<file path="config.mk">
export PLATFORM = sky130hd
export DESIGN_NAME = alu_cmd_sequencer_flat
export DESIGN_NICKNAME = d
export VERILOG_FILES = /design/src/rtl/alu_pkg.sv /design/src/rtl/alu_cmd_sequencer_if.sv /design/src/rtl/alu_cmd_fifo.sv /design/src/rtl/alu_cmd_sequencer.sv /design/src/flat_wrapper.sv
export SDC_FILE = /design/constraint.sdc
export NUM_CORES = 1
export LEC_CHECK = 0
export CORE_MARGIN = 1.5
export CORE_UTILIZATION = 40
export CTS_CLUSTER_SIZE = 24
export DETAILED_ROUTE_END_ITERATION = 10
export PLACE_DENSITY_LB_ADDON = 0.05
export SLEW_MARGIN = 25
export SYNTH_ARGS = -nofsm -noshare
export SYNTH_HDL_FRONTEND = slang
export SYNTH_SLANG_ARGS = --single-unit
</file>
<file path="constraint.sdc">
create_clock -name clk -period 6.15 [get_ports clk]
set_input_delay 1.845 -clock clk [delete_from_list [all_inputs] [get_ports clk]]
set_output_delay 1.845 -clock clk [all_outputs]
set_load 0.005 [all_outputs]
</file>
<file path="src/rtl/alu_pkg.sv">
// Shared widths and command/result records for the ALU command front-end.
package alu_pkg;

  localparam int DATA_W = 8;
  localparam int SEL_W  = 3;

  // One queued ALU operation.
  typedef struct packed {
    logic [DATA_W-1:0] a;
    logic [DATA_W-1:0] b;
    logic [SEL_W-1:0]  sel;
    logic              use_acc;
  } alu_cmd_t;

  // One registered ALU outcome.
  typedef struct packed {
    logic [DATA_W-1:0] data;
    logic              carry;
    logic              zero;
    logic [SEL_W-1:0]  sel;
  } alu_res_t;

endpackage

</file>
<file path="src/rtl/alu_cmd_sequencer_if.sv">
// Command, ALU and result buses of the sequencer. The slave view is the
// sequencer itself; the master view is whatever drives and consumes it.
interface alu_cmd_sequencer_if #(
  parameter int FIFO_DEPTH = 4
) ();
  localparam int CNT_W = $clog2(FIFO_DEPTH) + 1;

  logic                       cmd_valid;
  logic                       cmd_ready;
  logic [alu_pkg::DATA_W-1:0] cmd_a;
  logic [alu_pkg::DATA_W-1:0] cmd_b;
  logic [alu_pkg::SEL_W-1:0]  cmd_sel;
  logic                       cmd_use_acc;

  logic [alu_pkg::DATA_W-1:0] alu_a;
  logic [alu_pkg::DATA_W-1:0] alu_b;
  logic [alu_pkg::SEL_W-1:0]  alu_sel;
  logic [alu_pkg::DATA_W-1:0] alu_out;
  logic                       alu_carry;
  logic                       alu_zero;

  logic                       res_valid;
  logic                       res_ready;
  logic [alu_pkg::DATA_W-1:0] res_data;
  logic                       res_carry;
  logic                       res_zero;
  logic [alu_pkg::SEL_W-1:0]  res_sel;

  logic [CNT_W-1:0]           fifo_count;
  logic                       busy;

  modport slave (
    input  cmd_valid, cmd_a, cmd_b, cmd_sel, cmd_use_acc,
    input  alu_out, alu_carry, alu_zero, res_ready,
    output cmd_ready, alu_a, alu_b, alu_sel,
    output res_valid, res_data, res_carry, res_zero, res_sel,
    output fifo_count, busy
  );

  modport master (
    output cmd_valid, cmd_a, cmd_b, cmd_sel, cmd_use_acc,
    output alu_out, alu_carry, alu_zero, res_ready,
    input  cmd_ready, alu_a, alu_b, alu_sel,
    input  res_valid, res_data, res_carry, res_zero, res_sel,
    input  fifo_count, busy
  );
endinterface

</file>
<file path="src/rtl/alu_cmd_fifo.sv">
// Synchronous command FIFO. Pointers wrap modulo the power-of-two depth;
// occupancy is tracked in a separate counter so full/empty are trivial.
module alu_cmd_fifo
  import alu_pkg::*;
#(
  parameter  int FIFO_DEPTH = 4,
  localparam int PTR_W      = $clog2(FIFO_DEPTH),
  localparam int CNT_W      = PTR_W + 1
) (
  input  logic             clk,
  input  logic             rst_n,
  input  logic             push_i,
  input  logic             pop_i,
  input  alu_cmd_t         din_i,
  output alu_cmd_t         dout_o,
  output logic             full_o,
  output logic             empty_o,
  output logic [CNT_W-1:0] count_o
);

  alu_cmd_t         mem_q [FIFO_DEPTH];
  logic [PTR_W-1:0] wr_ptr_q, rd_ptr_q;
  logic [CNT_W-1:0] count_q, count_d;
  logic             do_push, do_pop;

  assign full_o  = (count_q == CNT_W'(FIFO_DEPTH));
  assign empty_o = (count_q == '0);
  assign count_o = count_q;
  assign dout_o  = mem_q[rd_ptr_q];
  assign do_push = push_i && !full_o;
  assign do_pop  = pop_i && !empty_o;

  // Occupancy moves only on push-xor-pop.
  always_comb begin
    count_d = count_q;
    case ({do_push, do_pop})
      2'b10:   count_d = count_q + CNT_W'(1);
      2'b01:   count_d = count_q - CNT_W'(1);
      default: count_d = count_q;
    endcase
  end

  // Storage needs no reset: entries are only read once counted valid.
  always_ff @(posedge clk) begin
    if (do_push) mem_q[wr_ptr_q] <= din_i;
  end

  // Pointer and occupancy state.
  always_ff @(posedge clk or negedge rst_n) begin
    if (!rst_n) begin
      wr_ptr_q <= '0;
      rd_ptr_q <= '0;
      count_q  <= '0;
    end else begin
      if (do_push) wr_ptr_q <= wr_ptr_q + PTR_W'(1);
      if (do_pop)  rd_ptr_q <= rd_ptr_q + PTR_W'(1);
      count_q <= count_d;
    end
  end

endmodule

</file>
<file path="src/rtl/alu_cmd_sequencer.sv">
// ALU command front-end: FIFO -> execute register (drives the external ALU)
// -> result register with valid/ready. The accumulator holds the last
// captured result so a command can take it as operand A.
module alu_cmd_sequencer
  import alu_pkg::*;
#(
  parameter int FIFO_DEPTH = 4
) (
  input  logic                clk,
  input  logic                rst_n,
  alu_cmd_sequencer_if.slave  bus
);

  localparam int CNT_W = $clog2(FIFO_DEPTH) + 1;

  alu_cmd_t          cmd_in, fifo_head, e_cmd_q;
  alu_res_t          r_q;
  logic              e_vld_q, e_vld_d, r_vld_q, r_vld_d;
  logic [DATA_W-1:0] acc_q, alu_a_hold_q, alu_a_d;
  logic              fifo_full, fifo_empty, push, e_load, r_cap;
  logic [CNT_W-1:0]  fifo_cnt;

  assign cmd_in = '{a: bus.cmd_a, b: bus.cmd_b, sel: bus.cmd_sel,
                    use_acc: bus.cmd_use_acc};

  // Full FIFO refuses even when a pop happens the same cycle.
  assign bus.cmd_ready = !fifo_full;
  assign push          = bus.cmd_valid && !fifo_full;

  // R takes E when it is empty or being drained; E refills from the head
  // only once its current command is leaving, so acc is always up to date.
  assign r_cap  = e_vld_q && (!r_vld_q || bus.res_ready);
  assign e_load = !fifo_empty && (!e_vld_q || r_cap);

  alu_cmd_fifo #(.FIFO_DEPTH(FIFO_DEPTH)) u_fifo (
    .clk     (clk),
    .rst_n   (rst_n),
    .push_i  (push),
    .pop_i   (e_load),
    .din_i   (cmd_in),
    .dout_o  (fifo_head),
    .full_o  (fifo_full),
    .empty_o (fifo_empty),
    .count_o (fifo_cnt)
  );

  // ALU operand A; held in a register so it does not toggle while E is idle
  // even though acc changes as the last command leaves E.
  assign alu_a_d     = e_cmd_q.use_acc ? acc_q : e_cmd_q.a;
  assign bus.alu_a   = e_vld_q ? alu_a_d : alu_a_hold_q;
  assign bus.alu_b   = e_cmd_q.b;
  assign bus.alu_sel = e_cmd_q.sel;

  // Stage valid next-state.
  always_comb begin
    e_vld_d = e_vld_q;
    r_vld_d = r_vld_q;
    if (e_load)     e_vld_d = 1'b1;
    else if (r_cap) e_vld_d = 1'b0;
    if (r_cap)              r_vld_d = 1'b1;
    else if (bus.res_ready) r_vld_d = 1'b0;
  end

  // Execute stage and operand-A hold.
  always_ff @(posedge clk or negedge rst_n) begin
    if (!rst_n) begin
      e_vld_q      <= 1'b0;
      e_cmd_q      <= '0;
      alu_a_hold_q <= '0;
    end else begin
      e_vld_q <= e_vld_d;
      if (e_load)  e_cmd_q      <= fifo_head;
      if (e_vld_q) alu_a_hold_q <= alu_a_d;
    end
  end

  // Result stage and accumulator, both loaded from the ALU on capture.
  always_ff @(posedge clk or negedge rst_n) begin
    if (!rst_n) begin
      r_vld_q <= 1'b0;
      r_q     <= '0;
      acc_q   <= '0;
    end else begin
      r_vld_q <= r_vld_d;
      if (r_cap) begin
        r_q   <= '{data: bus.alu_out, carry: bus.alu_carry,
                   zero: bus.alu_zero, sel: e_cmd_q.sel};
        acc_q <= bus.alu_out;
      end
    end
  end

  assign bus.res_valid  = r_vld_q;
  assign bus.res_data   = r_q.data;
  assign bus.res_carry  = r_q.carry;
  assign bus.res_zero   = r_q.zero;
  assign bus.res_sel    = r_q.sel;
  assign bus.fifo_count = fifo_cnt;
  assign bus.busy       = !fifo_empty || e_vld_q || r_vld_q;

endmodule

</file>
<file path="src/flat_wrapper.sv">
// flat-port wrapper written by rule: the top's interface ports become plain ports
module alu_cmd_sequencer_flat import alu_pkg::*;
#(
  parameter int FIFO_DEPTH = 4
)
  (clk, rst_n, bus_cmd_valid, bus_cmd_a, bus_cmd_b, bus_cmd_sel, bus_cmd_use_acc, bus_alu_out, bus_alu_carry, bus_alu_zero, bus_res_ready, bus_cmd_ready, bus_alu_a, bus_alu_b, bus_alu_sel, bus_res_valid, bus_res_data, bus_res_carry, bus_res_zero, bus_res_sel, bus_fifo_count, bus_busy);
  alu_cmd_sequencer_if #(.FIFO_DEPTH(FIFO_DEPTH)) bus_i ();
  input  logic clk;
  input  logic rst_n;
  input wire logic [$bits(bus_i.cmd_valid)-1:0] bus_cmd_valid;
  input wire logic [$bits(bus_i.cmd_a)-1:0] bus_cmd_a;
  input wire logic [$bits(bus_i.cmd_b)-1:0] bus_cmd_b;
  input wire logic [$bits(bus_i.cmd_sel)-1:0] bus_cmd_sel;
  input wire logic [$bits(bus_i.cmd_use_acc)-1:0] bus_cmd_use_acc;
  input wire logic [$bits(bus_i.alu_out)-1:0] bus_alu_out;
  input wire logic [$bits(bus_i.alu_carry)-1:0] bus_alu_carry;
  input wire logic [$bits(bus_i.alu_zero)-1:0] bus_alu_zero;
  input wire logic [$bits(bus_i.res_ready)-1:0] bus_res_ready;
  output wire logic [$bits(bus_i.cmd_ready)-1:0] bus_cmd_ready;
  output wire logic [$bits(bus_i.alu_a)-1:0] bus_alu_a;
  output wire logic [$bits(bus_i.alu_b)-1:0] bus_alu_b;
  output wire logic [$bits(bus_i.alu_sel)-1:0] bus_alu_sel;
  output wire logic [$bits(bus_i.res_valid)-1:0] bus_res_valid;
  output wire logic [$bits(bus_i.res_data)-1:0] bus_res_data;
  output wire logic [$bits(bus_i.res_carry)-1:0] bus_res_carry;
  output wire logic [$bits(bus_i.res_zero)-1:0] bus_res_zero;
  output wire logic [$bits(bus_i.res_sel)-1:0] bus_res_sel;
  output wire logic [$bits(bus_i.fifo_count)-1:0] bus_fifo_count;
  output wire logic [$bits(bus_i.busy)-1:0] bus_busy;
  assign bus_i.cmd_valid = bus_cmd_valid;
  assign bus_i.cmd_a = bus_cmd_a;
  assign bus_i.cmd_b = bus_cmd_b;
  assign bus_i.cmd_sel = bus_cmd_sel;
  assign bus_i.cmd_use_acc = bus_cmd_use_acc;
  assign bus_i.alu_out = bus_alu_out;
  assign bus_i.alu_carry = bus_alu_carry;
  assign bus_i.alu_zero = bus_alu_zero;
  assign bus_i.res_ready = bus_res_ready;
  assign bus_cmd_ready = bus_i.cmd_ready;
  assign bus_alu_a = bus_i.alu_a;
  assign bus_alu_b = bus_i.alu_b;
  assign bus_alu_sel = bus_i.alu_sel;
  assign bus_res_valid = bus_i.res_valid;
  assign bus_res_data = bus_i.res_data;
  assign bus_res_carry = bus_i.res_carry;
  assign bus_res_zero = bus_i.res_zero;
  assign bus_res_sel = bus_i.res_sel;
  assign bus_fifo_count = bus_i.fifo_count;
  assign bus_busy = bus_i.busy;
  alu_cmd_sequencer #(.FIFO_DEPTH(FIFO_DEPTH)) u_core (.clk(clk), .rst_n(rst_n), .bus(bus_i));
endmodule
</file>
==> results.json, run 1 <==
{
  "post-place-ws_ps": 1860,
  "grt_pass1_wl_um": 14200,
  "required_ps": 4300,
  "rsz0062_at_grt": "false",
  "synth_xor_area_frac": 0.0104,
  "fin_ws_ps": 2230,
  "n_antenna_cell": 0,
  "r2r-end": "u_core.u_fifo.count_o[2]",
  "ys_seq_area_frac": 0.722,
  "synthesis.area_um2": 5060,
  "finalNetCount": 374,
  "cts_sinks": 130,
  "ant_nets": 0,
  "cts_setup_buffers": 0,
  "synth_adder_area_share": 0.0163,
  "design_area_um2": 6420,
  "cp_max_fo": 20,
  "cts_resized": 0,
  "slew_headroom": 0.316,
  "gp_routability_congestion": 0.649,
  "stdcell_count": 515,
  "path_class": "reg2out",
  "cts_buffers": 17,
  "io_buffers": 71,
  "synth_warnings": 0,
  "synth_top_cell_by_area": "edfxtp_1",
  "fmax_mhz": 255,
  "worstRegToRegCells": 8,
  "synth.avg_cell_area_um2": 19.3,
  "die-area_um2": 13300,
  "finalSetupViolCount": 0,
  "io-pin-count": 72,
  "synth_fp_nets": 302,
  "htreeDepth": 4,
  "syn-instance-count": 262,
  "synth_mux_area_frac": 0.185,
  "final_util": 0.528,
  "hold_buffers": 0,
  "wl_um": 8960,
  "hold_class": "reg2reg",
  "final.setup.tns_ps": 0,
  "synth_top_area_frac": 0.474,
  "r2r_slack_ps": 3390,
  "core_um2": 12200,
  "drc": 0,
  "max-cap-violations": 0,
  "fin_worst_skew_ps": 5.95,
  "grt_pass1_vias": 2615,
  "grt_antenna_before_repair": 0,
  "rows": 40,
  "worst_setup_path_start_kind": "flop",
  "place_inst": 483,
  "area_growth_pct": 26.8,
  "final_common_cell": "edfxtp_1",
  "whs_ps": 504,
  "p_leak_nw": 2.37,
  "grt_overflow": 0,
  "ys_types": 29,
  "grt_start_max_net_pins": 51,
  "synth-seq-cells": 130,
  "cts.path.max_buffers": 2,
  "synth_top_family_by_area": "multiplexers",
  "tritoncts": "yes",
  "hold_violations": 0,
  "synthTopCellsByArea": "edfxtp_1 (47%), dfrtp_1 (25%), mux4_2 (8.0%)",
  "critPathArrivalTime_ps": 2080,
  "slew_viol_final": 0,
  "wl_per_cell_um": 17.4,
  "track_usage": 0.154,
  "total_power_mw": 3.27,
  "viasPerCell": 4.81,
  "cts_root_buf": "clkbuf_16",
  "drive_gt1_frac": 0.265,
  "first_pass_iters": 4,
  "die_h_um": 116,
  "synth_simple_gate_area_frac": 0.0272,
  "min_period_ps": 3920,
  "regToRegStartpoint": "u_core.e_vld_q",
  "path_clk_slew_ps": 60,
  "critPathCapture": "bus_alu_a[0]",
  "synth_compound_area_frac": 0.00791,
  "post-route-period-util": 0.638,
  "initial_utilization": 0.416,
  "die_x_um": 116,
  "drt_iter0_markers": 168,
  "clock_latency_ps": 420,
  "power_density_nw_per_um2": 510,
  "end_kind": "output pin",
  "placed_cell_area_um2": 5860,
  "peakVddDrop_v": 0.000271,
  "worst_pin_slew_ps": 1030,
  "most-common-layout-cells": "edfxtp_1 (80), clkdlybuf4s50_1 (70), dfrtp_1 (50), mux2_2 (34), mux4_2 (18)",
  "dpl.hpwl_um": 5500,
  "via_count": 2478,
  "crit_start": "u_core.e_vld_q",
  "status": "completed"
}
-- synth_stat cells, drive strengths merged --
cell / number
edfxtp: 80
dfrtp: 50
mux2: 35
mux4: 20
buf: 19
nor2: 9
a21oi: 8
mux2i: 8
ha: 5
xnor2: 5
and3: 4
inv: 4
nand2b: 3
clkbuf: 2
nand2: 2
or3: 2
and2: 1
fa: 1
nand3: 1
nand3b: 1
or3b: 1
xor2: 1
-- metal layers --
metal  GRT usage  routed length [um]  vias up
met2       0.238                4370       66
met1       0.185                3880     1259
li1            -                   -     1140
met3      0.0685                 545       13
met4      0.0716                 165        0
met5           0                   0        -
-- logic make-up after synthesis --
logic type,Yosys count
muxes,63
buffers and inverters,25
xor gates and xnor gates,6
adders and majority gates,6
and+or+nand+nor,24
AOI/OAI and AO/OA,8
DFF,130
-- power breakdown --
group          internal [mW]  leakage [nW]  switching, mW
Clock                  0.601         0.274          0.351
Combinational          0.595         0.780          0.346
Sequential              1.21          1.31          0.173
-- cell type report --
class | instances | area, um^2
inverter | 4 | 15.0
multi-input combinational | 107 | 1250
timing repair buffer | 74 | 728
fill | 1021 | 5740
sequential | 130 | 3650
clock buffer | 21 | 450
clock inverter | 11 | 113
tap | 168 | 210
-- state kept, by name, summed over array words and instances (netlist names) --
| name | count |
|---|---|
| u_core.u_fifo.rd_ptr_q | 2 |
| u_core.bus.alu_sel | 3 |
| u_core.alu_a_hold_q | 8 |
| u_core.e_vld_q | 1 |
| u_core.bus.res_data | 8 |
| u_core.bus.res_zero | 1 |
| u_core.u_fifo.wr_ptr_q | 2 |
| u_core.bus.alu_b | 8 |
| u_core.u_fifo.count_o | 3 |
| u_core.bus.res_valid | 1 |
| u_core.bus.res_carry | 1 |
| u_core.u_fifo.mem_q | 80 |
| u_core.e_cmd_q | 9 |
| u_core.bus.res_sel | 3 |
-- how the worst min path moves through the flow --
| stage | from | to | slack, ps | cells after the start |
|---|---|---|---|---|
| 2_1_floorplan | u_core.e_cmd_q[12] | u_core.e_cmd_q[12] | 480 | 1 |
| 3_3_place_gp | u_core.bus.res_carry | u_core.bus.res_carry | 490 | 1 |
| 3_5_place_dp | u_core.bus.alu_b[4] | u_core.bus.alu_b[4] | 490 | 1 |
| 4_1_cts | u_core.bus.alu_b[4] | u_core.bus.alu_b[4] | 500 | 1 |
| 5_1_grt | u_core.bus.alu_b[5] | u_core.bus.alu_b[5] | 520 | 1 |
| 6_report | u_core.bus.alu_b[4] | u_core.bus.alu_b[4] | 500 | 1 |
-- worst max-delay path: stages (launching register included) --
cell and delay (ps):
dfrtp_1 770, nor2_1 110, a21oi_1 230, clkdlybuf4s50_1 550
Power figures use the tool's default switching activity.
==> inputs of run 2 (changes only) <==
==> constraint.sdc (replaced) <==
create_clock -name clk -period 3.6 [get_ports clk]
set_input_delay 1.08 -clock clk [delete_from_list [all_inputs] [get_ports clk]]
set_output_delay 1.08 -clock clk [all_outputs]
set_load 0.005 [all_outputs]
==> run 2 against run 1 <==
Net effect:
- clock power grew 61%
- clock skew down 1.0 ps
- non-clock buffer count up 6
- critical endpoint is now bus_busy
- critical path depth stayed put
- routed wire length up 1.1%
- sequential power up 69%
- first-iteration DRC count decreased by 43%
==> results.json, run 2 (same netlist as run 1, synthesis figures left out) <==
{
  "io_buffers": 71,
  "first_pass_iters": 4,
  "slew_headroom": 0.551,
  "cts_sinks": 130,
  "die_h_um": 116,
  "rsz0062_at_grt": "false",
  "die_x_um": 116,
  "die-area_um2": 13300,
  "cts_resized": 0,
  "wl_um": 9060,
  "drc": 0,
  "htreeDepth": 4,
  "dpl.hpwl_um": 5690,
  "worst_setup_path_start_kind": "flop",
  "max-cap-violations": 0,
  "finalSetupViolCount": 0,
  "hold_buffers": 0,
  "fillers": 1010,
  "io-pin-count": 72,
  "grt_pass1_vias": 2631,
  "tritoncts": "yes",
  "wl_per_cell_um": 17.4,
  "drt_iter0_markers": 95,
  "regToRegStartpoint": "u_core.e_vld_q",
  "grt_pass1_wl_um": 14500,
  "final.setup.tns_ps": 0,
  "path_class": "reg2out",
  "crit_start": "u_core.u_fifo.count_o[0]",
  "largest_register_ffs": 80,
  "cp_max_fo": 5,
  "total_power_mw": 5.54,
  "regMostFlops": "u_core.u_fifo.mem_q",
  "finalNetCount": 380,
  "track_usage": 0.154,
  "ant_nets": 0,
  "required_ps": 2520,
  "post-route-period-util": 0.872,
  "clock_latency_ps": 410,
  "path_clk_slew_ps": 50,
  "rows": 40,
  "top_regs": "u_core.u_fifo.mem_q x80, u_core.e_cmd_q x9",
  "viasPerCell": 4.81,
  "peakVddDrop_v": 0.000502,
  "min_period_ps": 3140,
  "final_common_cell": "edfxtp_1",
  "status": "completed",
  "via_count": 2505,
  "gp_routability_congestion": 0.670,
  "cts_setup_buffers": 0,
  "worst_pin_slew_ps": 672,
  "grt_start_max_net_pins": 40,
  "area_growth_pct": 27.2,
  "initial_utilization": 0.416,
  "core_um2": 12200,
  "slew_viol_final": 0,
  "hold_class": "reg2reg",
  "min_from": "u_core.e_cmd_q[18]",
  "fin_worst_skew_ps": 4.95,
  "critPathArrivalTime_ps": 2060,
  "grt_antenna_before_repair": 0,
  "fmax_mhz": 319,
  "cts.path.max_buffers": 2,
  "cts_root_buf": "clkbuf_16",
  "end_kind": "output pin",
  "r2r_slack_ps": 1430,
  "cts_buffers": 17,
  "drive_gt1_frac": 0.255,
  "n_antenna_cell": 0,
  "hold_violations": 0,
  "most-common-layout-cells": "edfxtp_1 (80), clkdlybuf4s50_1 (70), dfrtp_1 (50), mux2_2 (34), mux4_2 (18)",
  "power_density_nw_per_um2": 860,
  "grt_overflow": 0,
  "p_leak_nw": 2.39
}
[run 2: final timing paths]
kind / depth (start not counted) / to
worst max-delay path: 3 / bus_busy
worst min-delay path: 1 / u_core.e_cmd_q[18]
worst max register to register: 8 / u_core.u_fifo.count_o[2]
worst min register to register: 1 / u_core.e_cmd_q[18]
max in group asynchronous: 2 / u_core.e_cmd_q[13]
min in group asynchronous: 1 / u_core.bus.alu_b[4]
[run 2: critical path, stage by stage, from the launching register on]
cell and delay (ps):
dfrtp_1 450, or3_4 410, or3_1 320, clkdlybuf4s50_1 470
[run 2: per-layer routing]
metal | vias up | wire length [um] | GRT usage
met1 | 1286 | 3990 | 0.198
met2 | 63 | 4400 | 0.235
met3 | 13 | 501 | 0.0486
met4 | 0 | 170 | 0.0815
met5 | - | 0 | 0
li1 | 1143 | - | -
[run 2: area by class of cell]
class	count	area (um^2)	share of cell area
flip-flops and latches	130	3650	0.567
inverters	4	15.0	0.00233
well taps	168	210	0.0326
repair buffers	80	783	0.122
clock buffers	24	472	0.0732
multi-input cells	107	1250	0.194
clock inverters	8	60.1	0.00932
[run 2: stage by stage]
step | setup WS (ps) | hold slack (ps) | cells | instance area, um^2 | utilization
3_3_place_gp | 675 | 487 | 488 | 5890 | 0.485
3_5_place_dp | 673 | 494 | 489 | 5910 | 0.486
6_report | 461 | 501 | 521 | 6440 | 0.530
2_1_floorplan | 974 | 479 | 262 | 5060 | -
5_1_grt | 322 | 518 | 521 | 6440 | 0.530
4_1_cts | 424 | 506 | 521 | 6440 | 0.530
[run 2: where the power goes]
| group | switching, mW | internal (mW) | leakage (nW) |
|---|---|---|---|
| registers | 0.264 | 2.06 | 1.31 |
| clock network | 0.563 | 0.971 | 0.262 |
| logic | 0.634 | 1.04 | 0.816 |
==> inputs of run 3 (changes only) <==
--- a/config.mk
+++ b/config.mk
@@ -5,10 +5,12 @@
 export SDC_FILE = /design/constraint.sdc
 export NUM_CORES = 1
 export LEC_CHECK = 0
+export CORE_ASPECT_RATIO = 1.5
 export CORE_MARGIN = 1.5
 export CORE_UTILIZATION = 40
 export CTS_CLUSTER_SIZE = 24
 export DETAILED_ROUTE_END_ITERATION = 10
+export GPL_ROUTABILITY_DRIVEN = 1
 export PLACE_DENSITY_LB_ADDON = 0.05
 export SLEW_MARGIN = 25
 export SYNTH_ARGS = -nofsm -noshare
==> run 3 against run 2 <==
Net effect:
- maximum frequency decreased by 0.18%
- cell area increased by 0.70%
- hold slack improved by 0.55 ps
- clock-buffer cell count decreased by 6
- register-to-register slack got worse by 40 ps
- sequential share of layout area decreased by 0.37 points
- routed wire length increased by 1.8%
- die area increased by 0.11%
- clock power increased by 13%
- combinational power decreased by 3%
==> results.json, run 3 (same netlist as run 1, synthesis figures left out) <==
{
  "status": "completed",
  "drt_iter0_markers": 129,
  "tritoncts": "yes",
  "power_density_nw_per_um2": 882,
  "cpPeakStageDelay_ps": 450,
  "r2r_slack_ps": 1390,
  "finalSetupViolCount": 0,
  "critPathArrivalTime_ps": 2060,
  "io_buffers": 71,
  "cp_top_family": "simple AND/OR/NAND/NOR gates",
  "path_class": "reg2out",
  "cts_root_buf": "clkbuf_16",
  "crit_buf_inv": 1,
  "crit_chain": "or3_4 -> or3_1 -> clkdlybuf4s50_1",
  "wl_per_cell_um": 18.2,
  "via_count": 2482,
  "finalNetCount": 379,
  "viasPerCell": 4.89,
  "first_pass_iters": 4,
  "top_regs": "u_core.u_fifo.mem_q x80, u_core.e_cmd_q x9",
  "min_from": "u_core.bus.res_zero",
  "ant_nets": 0,
  "grt_antenna_before_repair": 0,
  "worst_setup_path_start_kind": "flop",
  "wl_um": 9220,
  "grt_overflow": 0,
  "drc": 0,
  "hold_class": "reg2reg",
  "cts_buffers": 17,
  "p_leak_nw": 2.39,
  "required_ps": 2520,
  "hold_violations": 0,
  "stdcell_count": 508,
  "rows": 50,
  "cts.path.max_buffers": 2,
  "min_period_ps": 3140,
  "end_kind": "output pin",
  "track_usage": 0.157,
  "n_antenna_cell": 0,
  "final_common_cell": "edfxtp_1",
  "cts_setup_buffers": 0,
  "dpl.hpwl_um": 5920,
  "grt_pass1_wl_um": 14900,
  "total_power_mw": 5.72,
  "grt_start_max_net_pins": 22,
  "whs_path_depth": 1,
  "htreeDepth": 4,
  "final.setup.tns_ps": 0,
  "grt_pass1_vias": 2779,
  "rsz0062_at_grt": "false",
  "design_area_um2": 6490,
  "die-area_um2": 13400,
  "io-pin-count": 72,
  "whs_ps": 502,
  "area_growth_pct": 28.1,
  "hold_buffers": 0,
  "peakVddDrop_v": 0.000346,
  "regMostFlops": "u_core.u_fifo.mem_q",
  "worst_pin_slew_ps": 602,
  "initial_utilization": 0.409,
  "die_h_um": 141,
  "core_um2": 12400,
  "largest_register_ffs": 80,
  "clock_latency_ps": 410,
  "hold_end": "u_core.bus.res_zero",
  "gp_routability_congestion": 0.692,
  "die_x_um": 94.9,
  "most-common-layout-cells": "edfxtp_1 (80), clkdlybuf4s50_1 (70), dfrtp_1 (49), mux2_2 (34), mux4_2 (18)",
  "slew_headroom": 0.598,
  "worstRegToRegCells": 8,
  "fin_worst_skew_ps": 15.0,
  "place_inst": 476,
  "placed_cell_area_um2": 5880,
  "fmax_mhz": 318,
  "cts_resized": 0,
  "cp_max_fo": 5,
  "regToRegStartpoint": "u_core.e_vld_q",
  "slew_viol_final": 0,
  "post-route-period-util": 0.873,
  "drive_gt1_frac": 0.278,
  "cts_sinks": 130,
  "r2r-end": "u_core.u_fifo.count_o[2]",
  "path_clk_slew_ps": 60,
  "slowest_stage": "or3_4",
  "max-cap-violations": 0
}
[run 3: cell types whose count changed in the layout (fill, tap and decap cells not counted), moves of 2 or more]
cell        delta
clkinvlp_4     +6
clkinv_2       -3
clkbuf_1       -4
inv_6          +3
clkinv_4       +2
clkbuf_8       -2
clkinv_1       -4
bufinv_16      +2
[run 3: how the worst max path moves through the flow]
| stage | startpoint | endpoint | cells past startpoint |
|---|---|---|---|
| after floorplan | bus_res_ready | u_core.u_fifo.count_o[2] | 9 |
| after global placement | bus_res_ready | u_core.u_fifo.count_o[2] | 9 |
| after CTS | u_core.u_fifo.count_o[1] | bus_busy | 3 |
| after detailed placement | bus_res_ready | u_core.u_fifo.count_o[2] | 9 |
| after global routing | u_core.e_vld_q | bus_alu_a[3] | 3 |
| final | u_core.u_fifo.count_o[1] | bus_busy | 3 |
[run 3: stage by stage]
stage / setup slack [ps] / utilization
after floorplan: 974 / -
after global placement: 588 / 0.475
after detailed placement: 591 / 0.475
after CTS: 417 / 0.524
after global routing: 314 / 0.524
final: 456 / 0.524
[run 3: layout make-up]
cell class / instances / area (um^2)
repair buffers: 79 / 766
multi-input cells: 107 / 1250
clock buffers: 18 / 429
flip-flops and latches: 130 / 3650
fillers: 1048 / 5900
inverters: 4 / 15.0
well taps: 156 / 195
clock inverters: 14 / 179
[run 3: routing by layer]
| metal | wire length [um] | track usage | vias to the layer above | part of all wire |
|---|---|---|---|---|
| li1 | - | - | 1149 | - |
| met1 | 3670 | 0.181 | 1256 | 0.40 |
| met2 | 5010 | 0.267 | 65 | 0.54 |
| met3 | 449 | 0.0469 | 12 | 0.049 |
| met4 | 98 | 0.0660 | 0 | 0.011 |
| met5 | 0 | 0 | - | 0 |
[run 3: report_power, final]
part | total (mW) | switching [mW] | internal, mW | leakage, nW
registers | 2.36 | 0.301 | 2.06 | 1.31
clock network | 1.73 | 0.635 | 1.10 | 0.276
logic | 1.63 | 0.600 | 1.03 | 0.807
==> variant: new RTL, flow settings as in run 2 <==
The package constant `DATA_W` goes from 8 to 12.
--- a/src/rtl/alu_pkg.sv
+++ b/src/rtl/alu_pkg.sv
@@ -1,7 +1,7 @@
 // Shared widths and command/result records for the ALU command front-end.
 package alu_pkg;
 
-  localparam int DATA_W = 8;
+  localparam int DATA_W = 12;
   localparam int SEL_W  = 3;
 
   // One queued ALU operation.
Ports: changed (6 resized); port bits go from 72 to 96. No check against the original RTL was run, so the function may have changed too.
==> variant against run 2 <==
Final area up 32%; final cell count up 30%; routed wire length up 36%; synthesized area up 36%; worst setup slack worse by 0.098 ns; first-iteration DRC count up 56%; total power up 28%; sequential cell count up 48; non-clock buffer count up 23; critical path depth unchanged; via count up 31%; clock skew up 0.0034 ns; largest cell class unchanged.
==> variant: results (changes against run 2) <==
run_status:
  outcome: "complete, no violations"
synthesis:
  yosysSeqAreaShare_pct: 72.9  # +0.72 points
  yosys.cell_types.count: 28  # -3.4%
  synth_fp_nets: 403  # +33%
  synth-edff-count: 112  # +40%
  synthArstFlopShare_pct: 37.1  # -1.4 points
  synth_commonest_cells: "edfxtp_1 (112), dfrtp_1 (66), mux2_2 (46)"
route:
  via_per_inst: 4.85  # +0.92%
  dr_wl_met3_um: 616  # +23%
  wl_um: 12300  # +36%
  wl_met2_um: 6180  # +40%
  drtIter0Drc: 148  # +56%
  wl_met1_um: 5440  # +36%
worst_setup_path:
  slowest_delay_ns: 0.85  # +0.38 ns
  path_delay_family: "flip-flops"
  critPathLaunch: "u_core.e_vld_q"
  r2r_slack_ns: 1.23  # -0.20 ns
  arrival_ns: 2.16  # +0.10 ns
  critPathSlowestCell: "dfrtp_1"
  crit_path_end: "bus_alu_a[8]"
cells_and_area:
  nFillCells: 1393  # +38%
  layout-drive-gt1-share_pct: 27.4  # +1.9 points
  finalNetCount: 495  # +30%
  reg_top3: "u_core.u_fifo.mem_q (112), u_core.e_cmd_q (13)"
pwr:
  swShare_pct: 27.5  # +1.1 points
  max-vdd-ir-drop_v: 0.000426  # -15%
  p_leak_nw: 3.08  # +29%
placement:
  io_buffers: 95  # +34%
  gp_congestion: 0.715  # +6.8%
  dp_slack_ns: 0.594  # -0.0786 ns
sta:
  worstMarginPinSlew_ns: 0.903  # +0.231 ns
  setup_slack_ns: 0.363  # -0.0984 ns
  fin_skew_ns: 0.00834  # +0.00339 ns
  hold_slack_ns: 0.507  # +0.00607 ns
hold_path:
  worst_hold_path.endpoint: "u_core.e_cmd_q[23]"
  holdCritStartpoint: "u_core.e_cmd_q[23]"
  min_path_type: "reg -> reg"
grt:
  grt_max_degree: 67  # +68%
  grt_usage_pct: 14.9  # -0.51 points
  grt_pass1_vias: 3580  # +36%
  grt_pass1_wl_um: 19600  # +35%
clock_network:
  postCtsResizedCells: 0  # unchanged
-- variant: per-stage QoR --
stage	utilization [%]	area (um2)	cells	total power, W
floorplan	-	6880	351	0.00462
global placement	47.6	7950	644	0.00546
detailed placement	47.6	7950	644	0.00552
CTS	51.0	8510	676	0.00727
global route	51.0	8510	676	0.00754
finish	51.0	8510	676	0.00711
-- variant: cells by family after synthesis --
| group | after synthesis | synth area share, % |
|---|---|---|
| adders and majority gates | 6 | 1.20 |
| buffers and inverters | 34 | 3.42 |
| muxes | 87 | 18.7 |
| DFF | 178 | 72.9 |
| xor gates and xnor gates | 6 | 0.764 |
| AOI/OAI and AO/OA | 12 | 0.873 |
| and+or+nand+nor | 28 | 2.22 |
-- variant: metal layers --
| layer | global-route usage (%) | up-vias |
|---|---|---|
| li1 | - | 1518 |
| met1 | 18.8 | 1658 |
| met2 | 24.0 | 95 |
| met3 | 4.99 | 9 |
| met4 | 5.32 | 0 |
| met5 | 0 | - |
-- variant: cell type report --
type	instances	area, um2	area share [%]
multi-input cells	139	1640	19.2
inverters	4	15.0	0.176
well taps	220	275	3.23
flip-flops and latches	178	5020	59.0
clock inverters	13	114	1.34
clock buffers	19	443	5.21
repair buffers	103	1010	11.9
-- variant: power groups by stage --
stage               sequential [W]  combinational, W  clock (W)
floorplan                  0.00305           0.00157          0
global placement           0.00330           0.00217          0
detailed placement         0.00332           0.00220          0
CTS                        0.00328           0.00221    0.00178
global route               0.00335           0.00235    0.00184
finish                     0.00325           0.00214    0.00172
